**config.mk**
```make
export PLATFORM = sky130hd
export DESIGN_NAME = pga_spi_driver
export DESIGN_NICKNAME = d
export VERILOG_FILES = /design/src/rtl/afe_pkg.sv /design/src/rtl/pga_tick_gen.sv /design/src/rtl/pga_spi_driver.sv
export SDC_FILE = /design/constraint.sdc
export NUM_CORES = 1
export LEC_CHECK = 0
export ABC_AREA = 1
export CORE_ASPECT_RATIO = 0.75
export CORE_MARGIN = 1
export CORE_UTILIZATION = 35
export CTS_CLUSTER_DIAMETER = 150
export CTS_CLUSTER_SIZE = 25
export DETAILED_ROUTE_END_ITERATION = 6
export MAX_ROUTING_LAYER = met4
export SYNTH_ARGS = -nofsm -noshare
export SYNTH_HDL_FRONTEND = slang
export SYNTH_SLANG_ARGS = --single-unit
export TNS_END_PERCENT = 50
```
**constraint.sdc**
```tcl
create_clock -name clk -period 2.25 [get_ports clk]
set_clock_uncertainty 0.1 [all_clocks]
set_input_delay 0.3375 -clock clk [delete_from_list [all_inputs] [get_ports clk]]
set_output_delay 0.3375 -clock clk [all_outputs]
set_load 0.005 [all_outputs]
```
**src/rtl/afe_pkg.sv**
```systemverilog
`default_nettype none
// +--------------------------------------------------------------------------+
// | afe_pkg : widths and defaults shared by the gain controller and PGA link |
// | rev 1.0                                                                  |
// +--------------------------------------------------------------------------+
package afe_pkg;

  localparam int PGA_CODE_W  = 8;
  localparam int PGA_FRAME_W = 16;

  localparam logic [PGA_CODE_W-1:0] PGA_CMD_BYTE = 8'h00;

endpackage
`default_nettype wire

```
**src/rtl/pga_tick_gen.sv**
```systemverilog
`default_nettype none
// +--------------------------------------------------------------------------+
// | pga_tick_gen : CLK_DIV divider, one-cycle tick at the end of each phase  |
// | rev 1.0                                                                  |
// +--------------------------------------------------------------------------+
module pga_tick_gen #(
  parameter int CLK_DIV = 4
) (
  input  logic clk,
  input  logic rst,
  input  logic restart_i,
  output logic tick_o
);

  localparam int CNT_W = $clog2(CLK_DIV + 1);

  logic [CNT_W-1:0] cnt_q;
  logic [CNT_W-1:0] cnt_d;

  assign tick_o = (int'(cnt_q) == CLK_DIV - 1);

  always_comb begin
    cnt_d = cnt_q + 1'b1;
    if (restart_i || tick_o) begin
      cnt_d = '0;
    end
  end

  always_ff @(posedge clk) begin
    if (rst) begin
      cnt_q <= '0;
    end else begin
      cnt_q <= cnt_d;
    end
  end

endmodule
`default_nettype wire

```
**src/rtl/pga_spi_driver.sv**
```systemverilog
`default_nettype none
// +--------------------------------------------------------------------------+
// | pga_spi_driver : 3-wire SPI writer for the PGA gain register             |
// | rev 1.0                                                                  |
// +--------------------------------------------------------------------------+
module pga_spi_driver
  import afe_pkg::*;
#(
  parameter int                    CLK_DIV        = 4,
  parameter int                    STARTUP_CYCLES = 64,
  parameter int                    SETTLE_CYCLES  = 16,
  parameter logic [PGA_CODE_W-1:0] CMD_BYTE       = PGA_CMD_BYTE
) (
  input  logic                  clk,
  input  logic                  rst,
  input  logic [PGA_CODE_W-1:0] pga_code_i,
  input  logic                  set_pga_i,
  output logic                  pga_ready_o,
  output logic [PGA_CODE_W-1:0] pga_code_q_o,
  output logic                  pga_cs_n_o,
  output logic                  pga_sclk_o,
  output logic                  pga_mosi_o
);

  localparam int WAIT_MAX = (STARTUP_CYCLES > SETTLE_CYCLES) ? STARTUP_CYCLES : SETTLE_CYCLES;
  localparam int WAIT_W   = $clog2(WAIT_MAX + 1);

  typedef enum logic [2:0] {
    ST_STARTUP = 3'd0,
    ST_IDLE    = 3'd1,
    ST_SETUP   = 3'd2,
    ST_SHIFT   = 3'd3,
    ST_SETTLE  = 3'd4
  } state_e;

  state_e                   state_q,  state_d;
  logic [WAIT_W-1:0]        wait_q,   wait_d;
  logic [4:0]               bit_q,    bit_d;
  logic [PGA_FRAME_W-1:0]   frame_q,  frame_d;
  logic [PGA_CODE_W-1:0]    code_q,   code_d;
  logic                     ready_q,  ready_d;
  logic                     cs_n_q,   cs_n_d;
  logic                     sclk_q,   sclk_d;
  logic                     mosi_q,   mosi_d;
  logic                     w_accept;
  logic                     w_tick;

  pga_tick_gen #(
    .CLK_DIV (CLK_DIV)
  ) u_tick_gen (
    .clk       (clk),
    .rst       (rst),
    .restart_i (w_accept),
    .tick_o    (w_tick)
  );

  always_comb begin
    state_d  = state_q;
    wait_d   = wait_q;
    bit_d    = bit_q;
    frame_d  = frame_q;
    code_d   = code_q;
    cs_n_d   = cs_n_q;
    sclk_d   = sclk_q;
    mosi_d   = mosi_q;
    w_accept = 1'b0;

    case (state_q)
      ST_STARTUP: begin
        if (int'(wait_q) == STARTUP_CYCLES - 1) begin
          state_d = ST_IDLE;
          wait_d  = '0;
        end else begin
          wait_d = wait_q + 1'b1;
        end
      end
      ST_IDLE: begin
        if (set_pga_i) begin
          w_accept = 1'b1;
          state_d  = ST_SETUP;
          frame_d  = {CMD_BYTE, pga_code_i};
          mosi_d   = CMD_BYTE[PGA_CODE_W-1];
          cs_n_d   = 1'b0;
          bit_d    = '0;
        end
      end
      ST_SETUP: begin
        if (w_tick) begin
          state_d = ST_SHIFT;
          sclk_d  = 1'b1;
        end
      end
      ST_SHIFT: begin
        if (w_tick) begin
          if (sclk_q) begin
            // Falling edge: present the next bit; the last bit stays on MOSI.
            sclk_d = 1'b0;
            if (bit_q != 5'd15) begin
              mosi_d = frame_q[4'd14 - bit_q[3:0]];
            end
          end else if (bit_q == 5'd15) begin
            cs_n_d  = 1'b1;
            code_d  = frame_q[PGA_CODE_W-1:0];
            wait_d  = '0;
            state_d = (SETTLE_CYCLES == 0) ? ST_IDLE : ST_SETTLE;
          end else begin
            bit_d  = bit_q + 5'd1;
            sclk_d = 1'b1;
          end
        end
      end
      ST_SETTLE: begin
        if (int'(wait_q) == SETTLE_CYCLES - 1) begin
          state_d = ST_IDLE;
          wait_d  = '0;
        end else begin
          wait_d = wait_q + 1'b1;
        end
      end
      default: begin
        state_d = ST_STARTUP;
        wait_d  = '0;
        cs_n_d  = 1'b1;
        sclk_d  = 1'b0;
      end
    endcase

    ready_d = (state_d == ST_IDLE);
  end

  always_ff @(posedge clk) begin
    if (rst) begin
      state_q <= ST_STARTUP;
      wait_q  <= '0;
      bit_q   <= '0;
      frame_q <= '0;
      code_q  <= '0;
      ready_q <= 1'b0;
      cs_n_q  <= 1'b1;
      sclk_q  <= 1'b0;
      mosi_q  <= 1'b0;
    end else begin
      state_q <= state_d;
      wait_q  <= wait_d;
      bit_q   <= bit_d;
      frame_q <= frame_d;
      code_q  <= code_d;
      ready_q <= ready_d;
      cs_n_q  <= cs_n_d;
      sclk_q  <= sclk_d;
      mosi_q  <= mosi_d;
    end
  end

  assign pga_ready_o  = ready_q;
  assign pga_code_q_o = code_q;
  assign pga_cs_n_o   = cs_n_q;
  assign pga_sclk_o   = sclk_q;
  assign pga_mosi_o   = mosi_q;

endmodule
`default_nettype wire

```
==> impl_metrics.yaml, run 1 <==
sta:
  rsz0062_at_grt: "no"
  setup_ws_ns: 0.208
  timing.fmax_mhz: 490
  relSlewSlack_pct: 75.2
  final-setup-viol-count: 0
  fin_crit_ns: 2.04
  tns_ns: 0
  fin_hold_ws_ns: 0.327
  final_hold_viol_count: 0
  tightest_slew_ns: 0.371
  fin_crit_sh_pct: 90.7
  maxSlewViolCount: 0
final_layout:
  antennaDiodeCount: 0
  drive_gt1_share_pct: 9.00
  fin_nets: 326
  finalInstanceArea_um2: 2340
  nFillCells: 524
  syn_to_final_growth_pct: 24.7
  final_cells: 383
setup_path:
  worstPathArrival_ns: 2.13
  reg2reg_depth: 11
  critPathMaxFanout: 7
  regToRegSetupSlack_ns: 0.21
  critPathLaunch: "bit_q[1]"
  start_kind: "flop"
  regToRegEndpoint: "wait_q[4]"
  end_kind: "flop"
  rr_startpoint: "bit_q[1]"
  path_class: "reg2reg"
  crit_required_ns: 2.34
synthesis:
  yosys.area.top_type: "dfxtp_1"
  synth-seq-cells: 38
  synth-edff-count: 0
  synth_top_area_share_pct: 40.5
  netlist_instances: 282
  synthTopCellsByCount: "59 x nand2_1, 58 x nor2_1, 38 x dfxtp_1, 31 x inv_1, 24 x nand3_1"
  synth.most_common_cell: "nand2_1"
  ys_seq_area_share_pct: 40.5
  synthesis.area_um2: 1880
  ys_types: 21
  ys_warn_count: 0
  synthArstFlopShare_pct: 0
  synthFlopType: "dfxtp_1"
  synth_nets: 298
  yosys-top-cells-area: "dfxtp_1 40%, nand2_1 12%, nor2_1 12%"
  syn_avg_cell_area_um2: 6.66
power:
  power_density_nw_per_um2: 621
  ir_drop_mv: 0.214
  p_leak_uw: 0.00103
global_routing:
  grt_util_met3_pct: 3.39
  use_met2_pct: 25.2
  antenna_found_initial: 0
  groute.usage.overall_pct: 18.1
  met1_usage_pct: 26.3
  top_usage_layer: "met1"
  grt_pass1_vias: 1716
  grt_max_degree: 21
  grt_remaining_overflow: 0
  grt_pass1_wl_um: 7800
place:
  hpwlAfterDp_um: 3250
  place.gp.congestion: 0.854
  numPortBuffers: 22
  placed_area_um2: 2200
  dp_cells: 375
  place_ws_ns: 0.157
routing:
  routedWlPerCell_um: 11.3
  first_iter_violations: 106
  ant_nets: 0
  drc: 0
  vias_per_cell: 4.67
  wl_um: 4340
  num_vias: 1789
  dr.pass1.iters: 4
floorplanning:
  rows: 22
  core_area_um2: 5040
  start_util_pct: 37.3
  die_w_um: 86.6
  die_y_um: 65.5
  dieArea_um2: 5670
  pin_count: 23
cts:
  root_buffer: "clkbuf_8"
  max-clock-path-buffers: 2
  cts_tree: "yes"
  clk_latency_ns: 0.29
  cts-buffers-inserted: 5
  numClockSinks: 38
  cts.clk_slew.worst_paths_ns: 0.08
  htreeDepth: 2
run:
  maxCapViolCount: 0
hold_path:
  hold_end: "u_tick_gen.cnt_q[0]"
  hp-class: "reg2reg"
  worstHoldStart: "u_tick_gen.cnt_q[0]"
  hold_depth: 1
status:
  status: "complete, no violations"
==> critical path: stages (launching register included) <==
cell and delay, ns:
dfxtp_1 0.39, ha_1 0.24, nand2_1 0.08, nor2_1 0.10, ha_1 0.22, nand2_1 0.15, o21ai_2 0.20, nand2_2 0.13
inv_1 0.10, nand3_1 0.09, o21ai_0 0.09, nor2_1 0.05
==> per-stage QoR <==
step / util [%] / power (uW)
after global routing: 46.5 / 1510
after detailed placement: 43.7 / 764
after CTS: 46.4 / 1470
after floorplan: - / 735
after global placement: 43.7 / 763
final: 46.5 / 1450
==> layer usage <==
metal	wire (um)	part of all wire, %	vias up
met5	0	0	-
met4	18	0.41	0
met3	197	4.5	2
met2	1680	39	37
met1	2450	56	795
li1	-	-	955
==> worst max path at each step <==
stage | endpoint | slack (ns) | cells past startpoint
final | wait_q[4] | 0.21 | 11
after global routing | wait_q[4] | 0.002 | 11
after CTS | wait_q[4] | 0.14 | 11
after detailed placement | wait_q[4] | 0.16 | 11
after global placement | wait_q[4] | 0.30 | 11
after floorplan | wait_q[4] | 0.43 | 11
==> power by group <==
group	switching, uW	leakage (uW)	internal, uW	total [uW]
logic	29.3	0.000659	30.4	59.7
registers	5.43	0.000307	683	688
clock network	262	0.0000683	445	707
==> layout make-up <==
class	instances	area, um^2	share of cell area [%]
clock buffers	5	68.8	2.94
clock inverters	3	68.8	2.94
inverters	36	135	5.77
multi-input cells	202	962	41.1
flip-flops and latches	38	761	32.5
well taps	72	90.1	3.84
repair buffers	27	258	11.0
==> what timing repair did <==
| item | in CTS | in global routing |
|---|---|---|
| hold buffers | 0 | 0 |
| resized for setup | 0 | 1 |
| buffers inserted | 0 | 0 |
| setup endpoints to repair | 0 | 2 |
==> placed cells by master (no fill, tap or decap), drive strengths merged, types with 8 or more instances in the layout <==
cell	n
a21oi	11
clkdlybuf4s50	22
dfxtp	38
inv	36
nand2	60
nand3	27
nand4	8
nor2	63
o21ai	24
==> sequential cells by signal, indices dropped and copies added (netlist names) <==
register          cells
wait_q                7
pga_ready_o           1
pga_code_q_o          8
pga_cs_n_o            1
frame_q               8
pga_sclk_o            1
u_tick_gen.cnt_q      3
pga_mosi_o            1
state_q               3
bit_q                 5
==> logic make-up after synthesis <==
logic type                 Yosys count  synth area share [%]
adders and majority gates            5                  3.33
and+or+nand+nor                    159                  37.1
AOI/OAI and AO/OA                   36                  9.65
DFF                                 38                  40.5
xor gates and xnor gates             2                 0.932
buffers and inverters               42                  8.52
Power figures use the tool's default switching activity.
==> run 2, diff against run 1 <==
--- a/config.mk
+++ b/config.mk
@@ -13,6 +13,7 @@
 export CTS_CLUSTER_SIZE = 25
 export DETAILED_ROUTE_END_ITERATION = 6
 export MAX_ROUTING_LAYER = met4
+export PLACE_DENSITY = 0.52
 export SYNTH_ARGS = -nofsm -noshare
 export SYNTH_HDL_FRONTEND = slang
 export SYNTH_SLANG_ARGS = --single-unit
==> run 2 against run 1 <==
Net effect: core utilization shrank 0.79 points; critical path depth stayed put; clock power fell by 30%; hold slack got worse by 0.00072 ns; power fell by 14%; setup slack improved by 0.045 ns; combinational power barely moved; sequential power about the same.
==> impl_metrics.yaml, run 2 (synthesis gave the netlist of run 1 again) <==
cts:
  htreeDepth: 2
  root_buffer: "clkbuf_8"
  max-clock-path-buffers: 2
  clk_latency_ns: 0.29
  cts_tree: "yes"
  cts-buffers-inserted: 5
  numClockSinks: 38
  cts.clk_slew.worst_paths_ns: 0.08
  cts_hold_buf: 0
sta:
  tightest_slew_ns: 0.330
  fin_crit_sh_pct: 88.7
  timing.fmax_mhz: 501
  fin_hold_ws_ns: 0.326
  tns_ns: 0
  fin_crit_ns: 2.00
  final_hold_viol_count: 0
  maxSlewViolCount: 0
  rsz0062_at_grt: "no"
  final-setup-viol-count: 0
  setup_ws_ns: 0.253
  relSlewSlack_pct: 77.9
routing:
  drc: 0
  vias_per_cell: 4.73
  num_vias: 1810
  first_iter_violations: 81
  dr.pass1.iters: 4
  wl_um: 4540
  routedWlPerCell_um: 11.8
  ant_nets: 0
final_layout:
  layout_common_cells: "59 x nand2_1, 58 x nor2_1, 38 x dfxtp_1, 31 x inv_1, 24 x nand3_1"
  drive_gt1_share_pct: 9.32
  final_common_cell: "nand2_1"
  fin_nets: 326
  antennaDiodeCount: 0
  syn_to_final_growth_pct: 22.6
  nFillCells: 552
floorplanning:
  die_y_um: 65.5
  pin_count: 23
  start_util_pct: 37.3
  dieArea_um2: 5670
  die_w_um: 86.6
  core_area_um2: 5040
  rows: 22
place:
  hpwlAfterDp_um: 3400
  numPortBuffers: 22
  place_ws_ns: 0.180
  place.gp.congestion: 0.900
power:
  ir_drop_mv: 0.351
  p_leak_uw: 0.00101
  power_density_nw_per_um2: 541
global_routing:
  groute.usage.overall_pct: 18.6
  grt_max_degree: 21
  grt_pass1_vias: 1620
  grt_pass1_wl_um: 7810
  antenna_found_initial: 0
  grt_remaining_overflow: 0
setup_path:
  path_class: "reg2reg"
  worstPathArrival_ns: 2.09
  crit_required_ns: 2.34
  start_kind: "flop"
  critPathMaxFanout: 7
  end_kind: "flop"
run:
  maxCapViolCount: 0
status:
  status: "complete, no violations"
hold_path:
  hp-class: "reg2reg"
[run 2: cell types whose count changed in the layout (fill, tap and decap cells not counted), sizes merged]
cell      before  now
bufinv         2    0
clkbuf         5    6
clkinvlp       0    1
[run 2: routing by layer]
layer	share of wire (%)	vias up	track usage (%)
met5	0	-	-
met4	1.1	0	5.63
met3	5.3	7	4.02
met2	36	48	24.5
met1	58	804	27.8
li1	-	951	-
[run 2: path summary, 6_finish.rpt]
check | start | slack (ns) | cells after the start | end
max | bit_q[1] | 0.25 | 11 | wait_q[4]
min | u_tick_gen.cnt_q[0] | 0.33 | 1 | u_tick_gen.cnt_q[0]
max reg2reg | bit_q[1] | 0.25 | 11 | wait_q[4]
min reg2reg | u_tick_gen.cnt_q[0] | 0.33 | 1 | u_tick_gen.cnt_q[0]
[run 2: layout make-up]
class	count	area (um^2)	area share [%]
clock buffer	6	82.6	3.59
inverter	36	135	5.87
timing repair buffer	27	258	11.2
clock inverter	2	12.5	0.543
multi-input combinational	202	965	41.9
sequential	38	761	33.0
tap	72	90.1	3.91
[run 2: critical path: stages (launching register included)]
cell and delay, ns:
dfxtp_1 0.38, ha_2 0.23, nand2_1 0.06, nor2_1 0.09, ha_1 0.22, nand2_1 0.15, o21ai_2 0.20, nand2_2 0.14
inv_1 0.10, nand3_1 0.09, o21ai_0 0.08, nor2_1 0.05
[run 2: repair_timing]
action,CTS,global route
setup buffers,0,0
resized for setup,0,2
endpoints found under the setup margin,0,4
[run 2: where the power goes]
group / leakage (uW) / internal [uW] / switching (uW)
combinational: 0.000657 / 30.1 / 29.9
sequential: 0.000307 / 683 / 5.57
clock: 0.0000472 / 246 / 251
[run 2: through the flow]
stage | total power [uW] | instance area (um^2) | util, % | instances
floorplan | 735 | 1880 | - | 282
global placement | 764 | 2200 | 43.7 | 375
detailed placement | 764 | 2200 | 43.7 | 375
CTS | 1260 | 2300 | 45.6 | 383
global route | 1300 | 2300 | 45.7 | 383
finish | 1250 | 2300 | 45.7 | 383
==> run 3, diff against run 2 <==
--- a/config.mk
+++ b/config.mk
@@ -7,7 +7,7 @@
 export LEC_CHECK = 0
 export ABC_AREA = 1
 export CORE_ASPECT_RATIO = 0.75
-export CORE_MARGIN = 1
+export CORE_MARGIN = 5
 export CORE_UTILIZATION = 35
 export CTS_CLUSTER_DIAMETER = 150
 export CTS_CLUSTER_SIZE = 25
==> run 3 against run 2 <==
Net effect: global-route usage shrank 4.0 points; critical path depth is the same; wire length shrank 2.0%; die area grew 23%; hold slack gained 0.0026 ns; non-clock buffer count is the same; clock power grew 21%; largest cell class unchanged.
==> impl_metrics.yaml, run 3 (synthesis gave the netlist of run 1 again) <==
floorplanning:
  start_util_pct: 35.7
  rows: 23
  pin_count: 23
  dieArea_um2: 6950
  core_area_um2: 5270
  die_y_um: 73.5
  die_w_um: 94.6
cts:
  htreeDepth: 2
  numClockSinks: 38
  root_buffer: "clkbuf_8"
  clk_latency_ns: 0.29
  cts_hold_buf: 0
  cts.clk_slew.worst_paths_ns: 0.08
  cts_tree: "yes"
  max-clock-path-buffers: 2
  cts-buffers-inserted: 5
global_routing:
  grt_pass1_wl_um: 7710
  grt_pass1_vias: 1623
  groute.usage.overall_pct: 14.6
  grt_max_degree: 30
  antenna_found_initial: 0
  grt_remaining_overflow: 0
final_layout:
  nFillCells: 542
  drive_gt1_share_pct: 9.03
  layout_common_cells: "59 x nand2_1, 58 x nor2_1, 38 x dfxtp_1, 31 x inv_1, 24 x nand3_1"
  post-route-util_pct: 44.1
  syn_to_final_growth_pct: 23.7
  final_common_cell: "nand2_1"
  fin_nets: 326
  antennaDiodeCount: 0
  finalInstanceArea_um2: 2320
place:
  hpwlAfterDp_um: 3310
  placed_area_um2: 2210
  numPortBuffers: 22
  place.gp.congestion: 0.873
power:
  p_leak_uw: 0.00102
  ir_drop_mv: 0.246
  power_density_nw_per_um2: 580
sta:
  timing.fmax_mhz: 499
  relSlewSlack_pct: 78.8
  tightest_slew_ns: 0.317
  fin_crit_sh_pct: 89.0
  rsz0062_at_grt: "no"
  tns_ns: 0
  final-setup-viol-count: 0
  final_hold_viol_count: 0
  fin_crit_ns: 2.00
  maxSlewViolCount: 0
status:
  status: "complete, no violations"
run:
  maxCapViolCount: 0
setup_path:
  end_kind: "flop"
  worstPathArrival_ns: 2.09
  start_kind: "flop"
  critPathMaxFanout: 7
  slowest_stage: "dfxtp_1"
  path_class: "reg2reg"
  crit_chain: "ha_2, nand2_1, nor2_1, ha_1, nand2_1, o21ai_2, nand2_2, inv_1, nand3_1, o21ai_0, nor2_1"
  slowest_delay_ns: 0.38
  crit_required_ns: 2.34
routing:
  ant_nets: 0
  first_iter_violations: 125
  wl_um: 4450
  vias_per_cell: 4.51
  routedWlPerCell_um: 11.6
  drc: 0
  num_vias: 1736
  dr.pass1.iters: 4
hold_path:
  hp-class: "reg2reg"
## run 3: what timing repair did
action | in CTS | in global routing
setup endpoints to repair | 0 | 2
resized for setup | 0 | 2
setup buffers | 0 | 0
## run 3: path summary, 6_finish.rpt
check	start	end	slack (ns)	cells past startpoint
max reg2reg	bit_q[1]	wait_q[4]	0.25	11
min reg2reg	u_tick_gen.cnt_q[0]	u_tick_gen.cnt_q[0]	0.33	1
max	bit_q[1]	wait_q[4]	0.25	11
min	u_tick_gen.cnt_q[0]	u_tick_gen.cnt_q[0]	0.33	1
## run 3: layer usage
metal  GRT usage (%)  vias to the layer above  share of wire [%]
met1            22.3                      739                 58
li1                -                      950                  -
met5               -                        -                  0
met2            18.2                       40                 35
met3            3.48                        7                5.3
met4            4.64                        0                1.1
## run 3: where the power goes
group / switching (uW) / total [uW] / leakage [uW] / internal [uW]
Clock: 245 / 600 / 0.0000573 / 355
Sequential: 5.81 / 689 / 0.000307 / 683
Combinational: 29.7 / 59.8 / 0.000657 / 30.1
Total: 280 / 1350 / 0.00102 / 1070
## run 3: per-stage QoR
stage               hold WS, ns  worst slack, ns  power (uW)  std cells
finish                    0.329            0.246        1350        385
global route              0.346           0.0136        1400        385
CTS                       0.333            0.169        1360        385
detailed placement        0.322            0.166         765        378
global placement          0.317            0.278         765        378
floorplan                 0.299            0.430         735        282
## run 3: critical path: cells and delay by family, from the launching register on
| family | cells | cell delay, ns |
|---|---|---|
| adders and majority gates | 2 | 0.45 |
| DFF | 1 | 0.38 |
| and+or+nand+nor | 6 | 0.58 |
| buffers and inverters | 1 | 0.10 |
| AOI/OAI and AO/OA | 2 | 0.29 |
## run 3: final cells by class
cell class                 count  area, um^2  share of cell area, %
tap                           75        93.8                   4.04
timing repair buffer          27         258                   11.1
clock inverter                 1        30.0                   1.29
sequential                    38         761                   32.7
clock buffer                   6        82.6                   3.55
multi-input combinational    202         965                   41.5
inverter                      36         135                   5.81
